### config.mk
export PLATFORM = sky130hd
export DESIGN_NAME = pipe_controller
export DESIGN_NICKNAME = d
export VERILOG_FILES = /design/src/rtl/pipe_controller.sv
export SDC_FILE = /design/constraint.sdc
export NUM_CORES = 1
export LEC_CHECK = 0
export ABC_CLOCK_PERIOD_IN_PS = 2100
export BUFFER_PORTS_ARGS = -buffer_cell sky130_fd_sc_hd__buf_2
export CORE_MARGIN = 2
export CORE_UTILIZATION = 48
export DETAILED_ROUTE_END_ITERATION = 12
export GPL_TIMING_DRIVEN = 0
export PLACE_DENSITY = 0.84
export SYNTH_ARGS = -nofsm -noshare
export SYNTH_HDL_FRONTEND = slang
export SYNTH_SLANG_ARGS = --single-unit
### constraint.sdc
create_clock -name clk -period 2.1 [get_ports clk]
set_clock_uncertainty 0.05 [all_clocks]
set_input_delay 0.21 -clock clk [delete_from_list [all_inputs] [get_ports clk]]
set_output_delay 0.21 -clock clk [all_outputs]
set_load 0.02 [all_outputs]
### src/rtl/pipe_controller.sv
// pipe_controller: registered decode controller between ID and the ID/EX
// register. Decodes the presented opcode into the EX/MEM/WB control bundle,
// inserts bubbles for load-use hazards and branch flushes, and holds off
// issue while a multi-cycle MUL/DIV/MOD is executing.

`ifndef OP_CODE_LEN
`define OP_CODE_LEN 4
`endif
`ifndef EXE_CMD_LEN
`define EXE_CMD_LEN 4
`endif
`ifndef OP_ADD
`define OP_ADD  1
`define OP_SUB  2
`define OP_MUL  3
`define OP_DIV  4
`define OP_MOD  5
`define OP_AND  6
`define OP_OR   7
`define OP_CMP  8
`define OP_MOVR 9
`define OP_MOVI 10
`define OP_LDR  11
`define OP_STR  12
`define OP_BEQ  13
`define OP_JMP  14
`endif

// state  | meaning
// -------+--------------------------------------------------------------
// RUN    | issue allowed; one instruction may be accepted per cycle
// WAIT   | multi-cycle op executing; cnt counts down, issue blocked

module pipe_controller #(
    parameter int OP_W       = `OP_CODE_LEN,
    parameter int CMD_W      = `EXE_CMD_LEN,
    parameter int MUL_CYCLES = 2,
    parameter int DIV_CYCLES = 8
) (
    input  logic             clk,
    input  logic             rst,
    input  logic             in_valid,
    input  logic [OP_W-1:0]  opCode,
    input  logic             hazard_detected,
    input  logic             flush,
    output logic             in_ready,
    output logic             busy,
    output logic             out_valid,
    output logic [CMD_W-1:0] out_exe_cmd,
    output logic [3:0]       out_branch_command,
    output logic             out_branchEn,
    output logic             out_is_imm,
    output logic             out_is_str,
    output logic             out_is_ldr,
    output logic             out_is_cmp,
    output logic             out_wb_en,
    output logic             out_mem_r_en,
    output logic             out_mem_w_en,
    output logic             out_illegal
);

    localparam int MAX_CYCLES = (MUL_CYCLES > DIV_CYCLES) ? MUL_CYCLES : DIV_CYCLES;
    localparam int CNT_W      = $clog2(MAX_CYCLES + 1);

    localparam logic [OP_W-1:0] OP_ADD_C  = OP_W'(`OP_ADD);
    localparam logic [OP_W-1:0] OP_SUB_C  = OP_W'(`OP_SUB);
    localparam logic [OP_W-1:0] OP_MUL_C  = OP_W'(`OP_MUL);
    localparam logic [OP_W-1:0] OP_DIV_C  = OP_W'(`OP_DIV);
    localparam logic [OP_W-1:0] OP_MOD_C  = OP_W'(`OP_MOD);
    localparam logic [OP_W-1:0] OP_AND_C  = OP_W'(`OP_AND);
    localparam logic [OP_W-1:0] OP_OR_C   = OP_W'(`OP_OR);
    localparam logic [OP_W-1:0] OP_CMP_C  = OP_W'(`OP_CMP);
    localparam logic [OP_W-1:0] OP_MOVR_C = OP_W'(`OP_MOVR);
    localparam logic [OP_W-1:0] OP_MOVI_C = OP_W'(`OP_MOVI);
    localparam logic [OP_W-1:0] OP_LDR_C  = OP_W'(`OP_LDR);
    localparam logic [OP_W-1:0] OP_STR_C  = OP_W'(`OP_STR);
    localparam logic [OP_W-1:0] OP_BEQ_C  = OP_W'(`OP_BEQ);
    localparam logic [OP_W-1:0] OP_JMP_C  = OP_W'(`OP_JMP);

    localparam logic [CNT_W-1:0] MUL_LOAD = CNT_W'(MUL_CYCLES - 1);
    localparam logic [CNT_W-1:0] DIV_LOAD = CNT_W'(DIV_CYCLES - 1);

    typedef enum logic {
        ST_RUN  = 1'b0,
        ST_WAIT = 1'b1
    } state_t;

    typedef struct packed {
        logic             valid;
        logic [CMD_W-1:0] exe_cmd;
        logic [3:0]       branch_command;
        logic             branch_en;
        logic             is_imm;
        logic             is_str;
        logic             is_ldr;
        logic             is_cmp;
        logic             wb_en;
        logic             mem_r_en;
        logic             mem_w_en;
        logic             illegal;
    } ctrl_t;

    state_t           state_q, state_d;
    logic [CNT_W-1:0] cnt_q, cnt_d;
    ctrl_t            ctrl_q, ctrl_d;
    ctrl_t            dec;
    logic             accept;
    logic             is_mul;
    logic             is_divmod;

    // Issue handshake: only in RUN, and never while a hazard or flush is pending.
    always_comb begin
        in_ready = !rst && (state_q == ST_RUN) && !hazard_detected && !flush;
        accept   = in_valid && in_ready;
    end

    // Opcode decode into the control bundle; unknown opcodes flag illegal only.
    always_comb begin
        dec       = '0;
        dec.valid = 1'b1;
        is_mul    = 1'b0;
        is_divmod = 1'b0;
        case (opCode)
            OP_ADD_C, OP_SUB_C, OP_AND_C, OP_OR_C: begin
                dec.exe_cmd = CMD_W'(opCode);
                dec.wb_en   = 1'b1;
            end
            OP_MUL_C: begin
                dec.exe_cmd = CMD_W'(opCode);
                dec.wb_en   = 1'b1;
                is_mul      = 1'b1;
            end
            OP_DIV_C, OP_MOD_C: begin
                dec.exe_cmd = CMD_W'(opCode);
                dec.wb_en   = 1'b1;
                is_divmod   = 1'b1;
            end
            OP_CMP_C: begin
                dec.exe_cmd = CMD_W'(OP_SUB_C);
                dec.is_cmp  = 1'b1;
            end
            OP_MOVR_C: begin
                dec.exe_cmd = CMD_W'(OP_ADD_C);
                dec.wb_en   = 1'b1;
            end
            OP_MOVI_C: begin
                dec.exe_cmd = CMD_W'(OP_ADD_C);
                dec.wb_en   = 1'b1;
                dec.is_imm  = 1'b1;
            end
            OP_LDR_C: begin
                dec.exe_cmd  = CMD_W'(OP_ADD_C);
                dec.wb_en    = 1'b1;
                dec.mem_r_en = 1'b1;
                dec.is_ldr   = 1'b1;
            end
            OP_STR_C: begin
                dec.exe_cmd  = CMD_W'(OP_ADD_C);
                dec.mem_w_en = 1'b1;
                dec.is_str   = 1'b1;
            end
            OP_BEQ_C, OP_JMP_C: begin
                dec.exe_cmd        = CMD_W'(opCode);
                dec.branch_command = 4'(opCode);
                dec.branch_en      = 1'b1;
            end
            default: begin
                dec.illegal = 1'b1;
            end
        endcase
    end

    // Output register source: decoded bundle on accept, all-zero bubble otherwise.
    always_comb begin
        ctrl_d = '0;
        if (accept) begin
            ctrl_d = dec;
        end
    end

    // Next-state logic for the issue FSM and its latency down-counter.
    always_comb begin
        state_d = state_q;
        cnt_d   = cnt_q;
        case (state_q)
            ST_RUN: begin
                if (accept && is_mul && (MUL_CYCLES > 1)) begin
                    state_d = ST_WAIT;
                    cnt_d   = MUL_LOAD;
                end else if (accept && is_divmod && (DIV_CYCLES > 1)) begin
                    state_d = ST_WAIT;
                    cnt_d   = DIV_LOAD;
                end
            end
            ST_WAIT: begin
                // Terminal count of 1 releases issue; the counter parks at 0 in RUN.
                if (cnt_q <= CNT_W'(1)) begin
                    state_d = ST_RUN;
                    cnt_d   = '0;
                end else begin
                    cnt_d = cnt_q - CNT_W'(1);
                end
            end
            default: begin
                state_d = ST_RUN;
                cnt_d   = '0;
            end
        endcase
    end

    // State, counter and ID/EX control register; reset wins over everything.
    always_ff @(posedge clk) begin
        if (rst) begin
            state_q <= ST_RUN;
            cnt_q   <= '0;
            ctrl_q  <= '0;
        end else begin
            state_q <= state_d;
            cnt_q   <= cnt_d;
            ctrl_q  <= ctrl_d;
        end
    end

    // Registered outputs.
    always_comb begin
        busy               = (state_q == ST_WAIT);
        out_valid          = ctrl_q.valid;
        out_exe_cmd        = ctrl_q.exe_cmd;
        out_branch_command = ctrl_q.branch_command;
        out_branchEn       = ctrl_q.branch_en;
        out_is_imm         = ctrl_q.is_imm;
        out_is_str         = ctrl_q.is_str;
        out_is_ldr         = ctrl_q.is_ldr;
        out_is_cmp         = ctrl_q.is_cmp;
        out_wb_en          = ctrl_q.wb_en;
        out_mem_r_en       = ctrl_q.mem_r_en;
        out_mem_w_en       = ctrl_q.mem_w_en;
        out_illegal        = ctrl_q.illegal;
    end

endmodule

# After elaboration in Yosys (flattened, before gate mapping)
# Index checks and enable logic that the tools add are counted.
# word_totals
regBits	21
elab_cells	68
# classes
add_sub_neg	1
order_cmp	1
eq_ne	15
muxes	19
bitwise_logic	3
n_reduce_logical	17
# ops
op	n
== test 4 bit (second input constant)	7
two-way mux 18 bit	1
== test 4 x 3 -> 1 bit (second input constant)	4
OR reduction 14 bit	1
two-way mux 4 bit	3
one-hot mux 4 bit (3 select lines)	1
two-way mux 1 bit	11
OR reduction 10 bit	1
OR reduction 9 bit	1
== test 4 x 2 -> 1 bit (second input constant)	2
one-hot mux 4 bit (2 select lines)	1
logical AND 1 bit	6
OR reduction 2 bit	3
two-way mux 5 bit	1
== test 4 x 1 -> 1 bit (second input constant)	1
<= comparator 4 x 1 -> 1 bit (second input constant)	1
OR reduction 4 bit	1
subtractor 4 x 1 -> 4 bit (second input constant)	1
zero test 1 bit	3
!= test 3 x 1 -> 1 bit (second input constant)	1
NOT 1 bit	3
OR reduction 3 bit	1
one-hot mux 1 bit (2 select lines)	1

# Logic depth before layout (Yosys ltp)
# Gate-level depths: netlist of the first run.
# logic_depth
depth_word	9
depth_mapped	6

# Least setup slack after synthesis of the first run
# No wires, ideal clock.
# synth_path
path_kind	register to register
startpoint	reg state_q, in the netlist busy
endpoint	reg ctrl_q, in the netlist out_exe_cmd[0]
setup_time_ps	88
t_arrival_ps	1439
required_ps	1962
setup_slack_ps	523
stages_incl_launch_ff	5
synth_period_minus_slack_ps	1577
path_cell_list	dfxtp_1 -> nor4_4 -> nand2_2 -> buf_6 -> a311oi_2
# synth_via
elab_chain_cells	7
# synth_lines
element	line	text
from (decl)	103	state_t state_q, state_d;
from (signal assigned)	218	state_q <= state_d;
NOT 1 bit	--	
logical AND 1 bit (3 in a row)	113	in_ready = !rst && (state_q == ST_RUN) && !hazard_detected && !flush;
net in_ready	46	output logic in_ready,
logical AND 1 bit	114	accept = in_valid && in_ready;
NOT 1 bit (no line)	--	
OR reduction 2 bit (no line)	--	
to (signal assigned)	220	ctrl_q <= ctrl_d;
to (decl)	105	ctrl_t ctrl_q, ctrl_d;
# The timed path passes the listed nets, and every way through them passes these cells.
# A chain may end at the register's enable or synchronous reset.

# Worst setup path in the final report of the first run
# layout_path
startpoint	reg cnt_q[0]
endpoint	reg cnt_q[1]
# layout_via
elab_chain_cells	3
# layout_lines
element	line	text
from (decl)	104	logic [CNT_W-1:0] cnt_q, cnt_d;
from (signal assigned)	219	cnt_q <= cnt_d;
subtractor 4 x 1 -> 4 bit / <= comparator 4 x 1 -> 1 bit (equally long branches)	201, 197	
two-way mux 4 bit (*)	197	if (cnt_q <= CNT_W'(1)) begin
one-hot mux 4 bit (2 select lines) (*)	185	case (state_q)
# Every way passes the cells marked *; elsewhere a longest branch is shown, timed or not.

==> impl_metrics.py, run 1 <==
metrics = {
    "sta": {
        "worst_pin_slew_ns": 0.458,
        "hold_viol_final": 0,
        "finalCriticalPeriod_ns": 1.66,
        "fin_ws_ns": 0.443,
        "max_freq_ghz": 0.604,
        "period_share_pct": 78.9,
        "setup_violations": 0,
        "timing.slew.headroom_pct": 69.2,
        "slew_violations": 0,
        "fin_tns_setup_ns": 0,
        "grt_setup_unrepaired": "false",
    },
    "clock_network": {
        "numCtsBuffers": 3,
        "holdBufCountCts": 0,
        "clkSinkCount": 21,
        "clockRootBuffer": "clkbuf_4",
        "clkLatencyLatePin_ns": 0.30,
        "cts_tree": "yes",
        "cts_resized": 0,
        "postCtsSetupBuffers": 0,
        "clk_pin_slew_ns": 0.11,
        "clockBufferDepth": 2,
        "htreeDepth": 1,
    },
    "placement": {
        "pre_cts_slack_ns": 0.463,
        "port_buffers": 26,
        "place_congestion": 0.785,
        "dp_hpwl_um": 1190,
        "place_area_sq_um": 1050,
    },
    "floorplanning": {
        "die-height_um": 47.0,
        "coreArea_sq_um": 1730,
        "die_area_sq_um": 2210,
        "die_x_um": 47.0,
        "initial_utilization_pct": 51.4,
        "core.rowCount": 15,
        "io_pins": 29,
    },
    "setup_path": {
        "crit_arrival_ns": 1.83,
        "critPathKind": "reg2reg",
        "start_kind": "register",
        "critPathRequiredTime_ns": 2.28,
        "worstSetupEndpoint": "cnt_q[1]",
        "reg2regPathDepth": 6,
        "worstSetupStartpoint": "cnt_q[0]",
        "cp_max_fo": 5,
        "crit_path_end_kind": "register",
        "r2r_setup_slack_ns": 0.44,
        "r2r-end": "cnt_q[1]",
        "r2r-start": "cnt_q[0]",
    },
    "synth": {
        "synth_warnings": 0,
        "syn_avg_cell_area_sq_um": 9.86,
        "synth_cell_types": 34,
        "seq_area_frac_synth_pct": 47.4,
        "syn_nets": 101,
        "ys_ff_latch": 21,
        "syn_area_sq_um": 887,
        "syn_inst": 90,
    },
    "power": {
        "p_leak_nw": 0.492,
        "peakVddDrop_uv": 426,
        "combPwrFrac_pct": 10.4,
        "p_per_area_nw_per_um2": 614,
        "p_seq_share_pct": 61.2,
        "power.internal_w": 0.000499,
        "p_switching_w": 0.000162,
        "power.share.clock_pct": 28.4,
        "swShare_pct": 24.5,
    },
    "grt": {
        "grt_pass1_wl_um": 2440,
        "grt_usage_pct": 15.7,
        "grt_pass1_vias": 615,
        "globalRouteOverflowTotal": 0,
        "grt_max_degree": 13,
        "antenna_found_initial": 0,
    },
    "finish": {
        "layout_common_cells": "29 x buf_2, 21 x dfxtp_1, 9 x nor2_1, 7 x nor3_1, 5 x inv_1",
        "design_area_sq_um": 1080,
        "diodes": 0,
        "nFillCells": 150,
        "drive_above_1_share_pct": 36.7,
        "layout_commonest_cell": "buf_2",
        "nNetsFinal": 132,
        "area_growth_pct": 21.3,
    },
    "min_path": {
        "worstHoldStart": "in_valid",
        "hold_path_class": "in2reg",
        "hold-path-cell-count": 3,
    },
    "routing": {
        "ant_nets": 0,
        "via_count": 700,
        "drt-pass1-iter-count": 4,
        "viasPerCell": 4.83,
        "dr.first_iter.drc_count": 8,
        "drcViolationCount": 0,
        "wl_per_cell_um": 10.5,
        "wl_um": 1520,
    },
    "job": {
        "cap_violations": 0,
    },
    "outcome": {
        "outcome": "completed",
    },
}
==> power by group through the flow <==
stage / Sequential [W] / Combinational (W) / Clock [W]
global placement: 0.000413 / 0.0000674 / 0
detailed placement: 0.000413 / 0.0000684 / 0
finish: 0.000404 / 0.0000688 / 0.000188
global route: 0.000405 / 0.0000760 / 0.000212
CTS: 0.000404 / 0.0000687 / 0.000192
floorplan: 0.000417 / 0.0000434 / 0
==> metal layers <==
metal / wire [um] / global-route usage, %
met1: 723 / 19.5
met4: 25 / 8.33
met2: 697 / 25.5
met5: 0 / 0
met3: 71 / 3.46
==> how the worst min path moves through the flow <==
stage / endpoint / slack, ns
2_1_floorplan: out_exe_cmd[0] / 0.28
3_3_place_gp: cnt_q[3] / 0.43
3_5_place_dp: cnt_q[3] / 0.44
4_1_cts: out_exe_cmd[3] / 0.14
5_1_grt: out_exe_cmd[3] / 0.15
6_report: out_exe_cmd[3] / 0.15
==> metrics by stage <==
stage	util [%]	hold slack (ns)	total power, W	std cells
floorplan	-	0.285	0.000461	90
finish	62.3	0.146	0.000661	145
global route	62.3	0.146	0.000693	145
CTS	62.3	0.141	0.000665	145
detailed placement	60.7	0.435	0.000482	141
global placement	60.7	0.427	0.000481	141
==> synth_stat cells <==
cell type	number	area, sq um
a22oi_1	2	15.0
nand3_1	2	10.0
nand2b_1	1	6.26
buf_4	2	15.0
nor4_4	1	21.3
nor2_1	9	33.8
dfxtp_1	21	420
nor4b_1	1	8.76
clkbuf_1	1	3.75
nand4_1	1	6.26
and3b_1	1	8.76
nor4_2	1	12.5
xnor2_1	2	17.5
nor3_1	7	35.0
ha_1	2	25.0
a21o_1	1	7.51
a211oi_1	1	7.51
nor3b_1	2	15.0
nor3_2	2	20.0
a21oi_1	1	5.00
buf_2	3	15.0
o21a_1	1	7.51
o21ai_0	3	15.0
and2_1	2	12.5
o211a_1	1	10.0
nor2b_1	2	12.5
nand2_1	4	15.0
o31a_1	1	8.76
a211oi_2	2	25.0
inv_1	5	18.8
buf_6	1	11.3
nand2_2	1	6.26
or4b_1	2	20.0
a311oi_2	1	15.0
==> critical path, cell delays in order, from the launching register on <==
cell and delay, ns:
dfxtp_1 0.44, inv_1 0.07, ha_1 0.23, nor2_1 0.11, nor3_1 0.07, or4b_1 0.47, a22oi_1 0.15
==> area by class of cell <==
cell class                 instances  area [sq um]  area share (%)
inverter                           5          18.8            1.74
timing repair buffer              26           130            12.1
multi-input combinational         57           403            37.4
tap                               25          31.3            2.91
clock buffer                       3          22.5            2.09
buffer                             7          45.0            4.19
sequential                        21           420            39.1
clock inverter                     1          5.00           0.465
==> kinds of logic after synthesis <==
| logic type | share of synthesized area [%] |
|---|---|
| AND/OR/NAND/NOR | 27.5 |
| flip-flops | 47.4 |
| adder cells (fa/ha/maj) | 2.82 |
| XOR/XNOR | 1.97 |
| AO/OA/AOI/OAI | 13.1 |
| buffers and inverters | 7.19 |
No activity file was read; power rests on OpenSTA's default activity.
==> inputs of run 2 (changes only) <==
==> config.mk (replaced) <==
export PLATFORM = sky130hd
export DESIGN_NAME = pipe_controller
export DESIGN_NICKNAME = d
export VERILOG_FILES = /design/src/rtl/pipe_controller.sv
export SDC_FILE = /design/constraint.sdc
export NUM_CORES = 1
export LEC_CHECK = 0
export ABC_CLOCK_PERIOD_IN_PS = 1350
export BUFFER_PORTS_ARGS = -buffer_cell sky130_fd_sc_hd__buf_2
export CORE_ASPECT_RATIO = 1.5
export CORE_MARGIN = 2
export CORE_UTILIZATION = 43
export DETAILED_ROUTE_END_ITERATION = 12
export GPL_TIMING_DRIVEN = 0
export PLACE_DENSITY = 0.8
export SYNTH_ARGS = -nofsm -noshare
export SYNTH_HDL_FRONTEND = slang
export SYNTH_SLANG_ARGS = --single-unit
==> constraint.sdc (replaced) <==
create_clock -name clk -period 1.35 [get_ports clk]
set_clock_uncertainty 0.05 [all_clocks]
set_input_delay 0.135 -clock clk [delete_from_list [all_inputs] [get_ports clk]]
set_output_delay 0.135 -clock clk [all_outputs]
set_load 0.02 [all_outputs]
==> impl_metrics.py, run 2 (synthesis results as in run 1) <==
metrics = {
    "sta": {
        "holdWs_ns": 0.0827,
        "finalCriticalPeriod_ns": 1.47,
        "fin_tns_setup_ns": -0.251,
        "timing.slew.headroom_pct": 70.3,
        "fin_ws_ns": -0.124,
        "grt_setup_unrepaired": "true",
        "period_share_pct": 109,
        "worst_pin_slew_ns": 0.443,
        "max_freq_ghz": 0.678,
        "slew_violations": 0,
        "setup_violations": 3,
        "hold_viol_final": 0,
    },
    "finish": {
        "nFillCells": 165,
        "layout_common_cells": "28 x buf_2, 18 x dfxtp_1, 12 x buf_4, 8 x nor2_1, 6 x nor3_1",
        "design_area_sq_um": 1230,
        "register_area_sq_um": 429,
        "layout.cells.non_filler": 151,
        "area_growth_pct": 38.4,
        "layout_commonest_cell": "buf_2",
        "drive_above_1_share_pct": 50.4,
        "nNetsFinal": 141,
        "multiInputGateArea_sq_um": 475,
        "diodes": 0,
    },
    "grt": {
        "grt_max_degree": 12,
        "grt_pass1_wl_um": 2970,
        "antenna_found_initial": 0,
        "globalRouteOverflowTotal": 0,
        "grt_usage_pct": 17.7,
        "grt_pass1_vias": 679,
    },
    "setup_path": {
        "start_kind": "register",
        "r2r-start": "cnt_q[1]",
        "critPathRequiredTime_ns": 1.52,
        "r2r-end": "cnt_q[1]",
        "reg2regPathDepth": 6,
        "crit_path_end_kind": "register",
        "crit_arrival_ns": 1.64,
        "r2r_setup_slack_ns": -0.12,
        "cp_max_fo": 3,
        "critPathKind": "reg2reg",
    },
    "routing": {
        "drt-pass1-iter-count": 2,
        "drcViolationCount": 0,
        "ant_nets": 0,
        "wl_per_cell_um": 11.9,
        "via_count": 750,
        "wl_um": 1800,
        "dr.first_iter.drc_count": 15,
        "viasPerCell": 4.97,
    },
    "floorplanning": {
        "die_x_um": 41.1,
        "coreArea_sq_um": 1980,
        "io_pins": 29,
        "die_area_sq_um": 2450,
        "initial_utilization_pct": 44.9,
        "die-height_um": 59.6,
        "core.rowCount": 20,
    },
    "power": {
        "swShare_pct": 23.9,
        "p_per_area_nw_per_um2": 850,
        "p_seq_share_pct": 60.1,
        "peakVddDrop_uv": 534,
        "p_leak_nw": 0.570,
        "combPwrFrac_pct": 13.0,
        "power.share.clock_pct": 27.0,
        "power.internal_w": 0.000794,
        "p_switching_w": 0.000249,
    },
    "clock_network": {
        "numCtsBuffers": 3,
        "htreeDepth": 1,
        "clockRootBuffer": "clkbuf_4",
        "clockBufferDepth": 2,
        "holdBufCountCts": 0,
        "clkSinkCount": 21,
        "cts_tree": "yes",
        "clkLatencyLatePin_ns": 0.29,
        "clk_pin_slew_ns": 0.11,
    },
    "placement": {
        "place_area_sq_um": 1070,
        "port_buffers": 26,
        "dp_cells": 138,
        "dp_hpwl_um": 1290,
        "place_congestion": 0.770,
    },
    "outcome": {
        "outcome": "complete, but fails checks",
        "failed_checks": "negative setup slack",
    },
    "min_path": {
        "holdPathEnd": "out_exe_cmd[3]",
        "hold_path_class": "in2reg",
        "worstHoldStart": "in_valid",
        "hold-path-cell-count": 3,
    },
    "job": {
        "cap_violations": 0,
    },
}
run 2: worst max-delay path by stage:
stage          endpoint  depth (start not counted)  slack [ns]     start
4_1_cts        cnt_q[1]                          6       -0.15  cnt_q[0]
2_1_floorplan  cnt_q[1]                          6       -0.06  cnt_q[0]
3_5_place_dp   cnt_q[1]                          6       -0.17  cnt_q[0]
5_1_grt        cnt_q[1]                          6       -0.17  cnt_q[0]
6_report       cnt_q[1]                          6       -0.12  cnt_q[1]
3_3_place_gp   cnt_q[1]                          6       -0.10  cnt_q[0]
run 2: worst max-delay path: stages, from the launching register on:
cell	delay (ns)
dfxtp_2	0.37
inv_4	0.05
ha_4	0.16
nor2_4	0.09
nor3_2	0.05
or4b_1	0.49
a22oi_2	0.14
run 2: final cells by class:
class | instances | share of cell area, %
Buffer | 7 | 3.67
Clock buffer | 4 | 2.14
Timing Repair Buffer | 35 | 16.3
Sequential cell | 21 | 35.0
Inverter | 5 | 1.94
Tap cell | 22 | 2.24
Multi-Input combinational cell | 57 | 38.7
run 2: power by group through the flow:
stage          sequential [W]  clock [W]  combinational, W
2_1_floorplan        0.000646          0         0.0000693
5_1_grt              0.000628   0.000334          0.000148
4_1_cts              0.000626   0.000296          0.000123
3_3_place_gp         0.000640          0          0.000107
3_5_place_dp         0.000640          0          0.000110
6_report             0.000626   0.000281          0.000135
run 2: what timing repair did:
| item | CTS | global route |
|---|---|---|
| setup endpoints to repair | 4 | 19 |
| pin swaps | 8 | 3 |
| buffers inserted | 5 | 4 |
| gates resized for setup | 8 | 6 |
run 2: layer usage:
layer  wire, um  up-vias  part of all wire [%]  global-route usage (%)
met4         17        0                  0.95                    5.71
met5          0        -                     0                       0
met3         80        2                   4.5                    2.63
met1        619      340                    34                    19.0
li1           -      389                     -                       -
met2       1080       19                    60                    32.6
run 2: per-stage QoR:
| step | utilization, % | worst slack [ns] | total power, W |
|---|---|---|---|
| 3_5_place_dp | 53.9 | -0.167 | 0.000750 |
| 5_1_grt | 62.1 | -0.172 | 0.00111 |
| 3_3_place_gp | 53.9 | -0.105 | 0.000747 |
| 4_1_cts | 59.4 | -0.150 | 0.00104 |
| 2_1_floorplan | - | -0.0577 | 0.000716 |
| 6_report | 62.1 | -0.124 | 0.00104 |
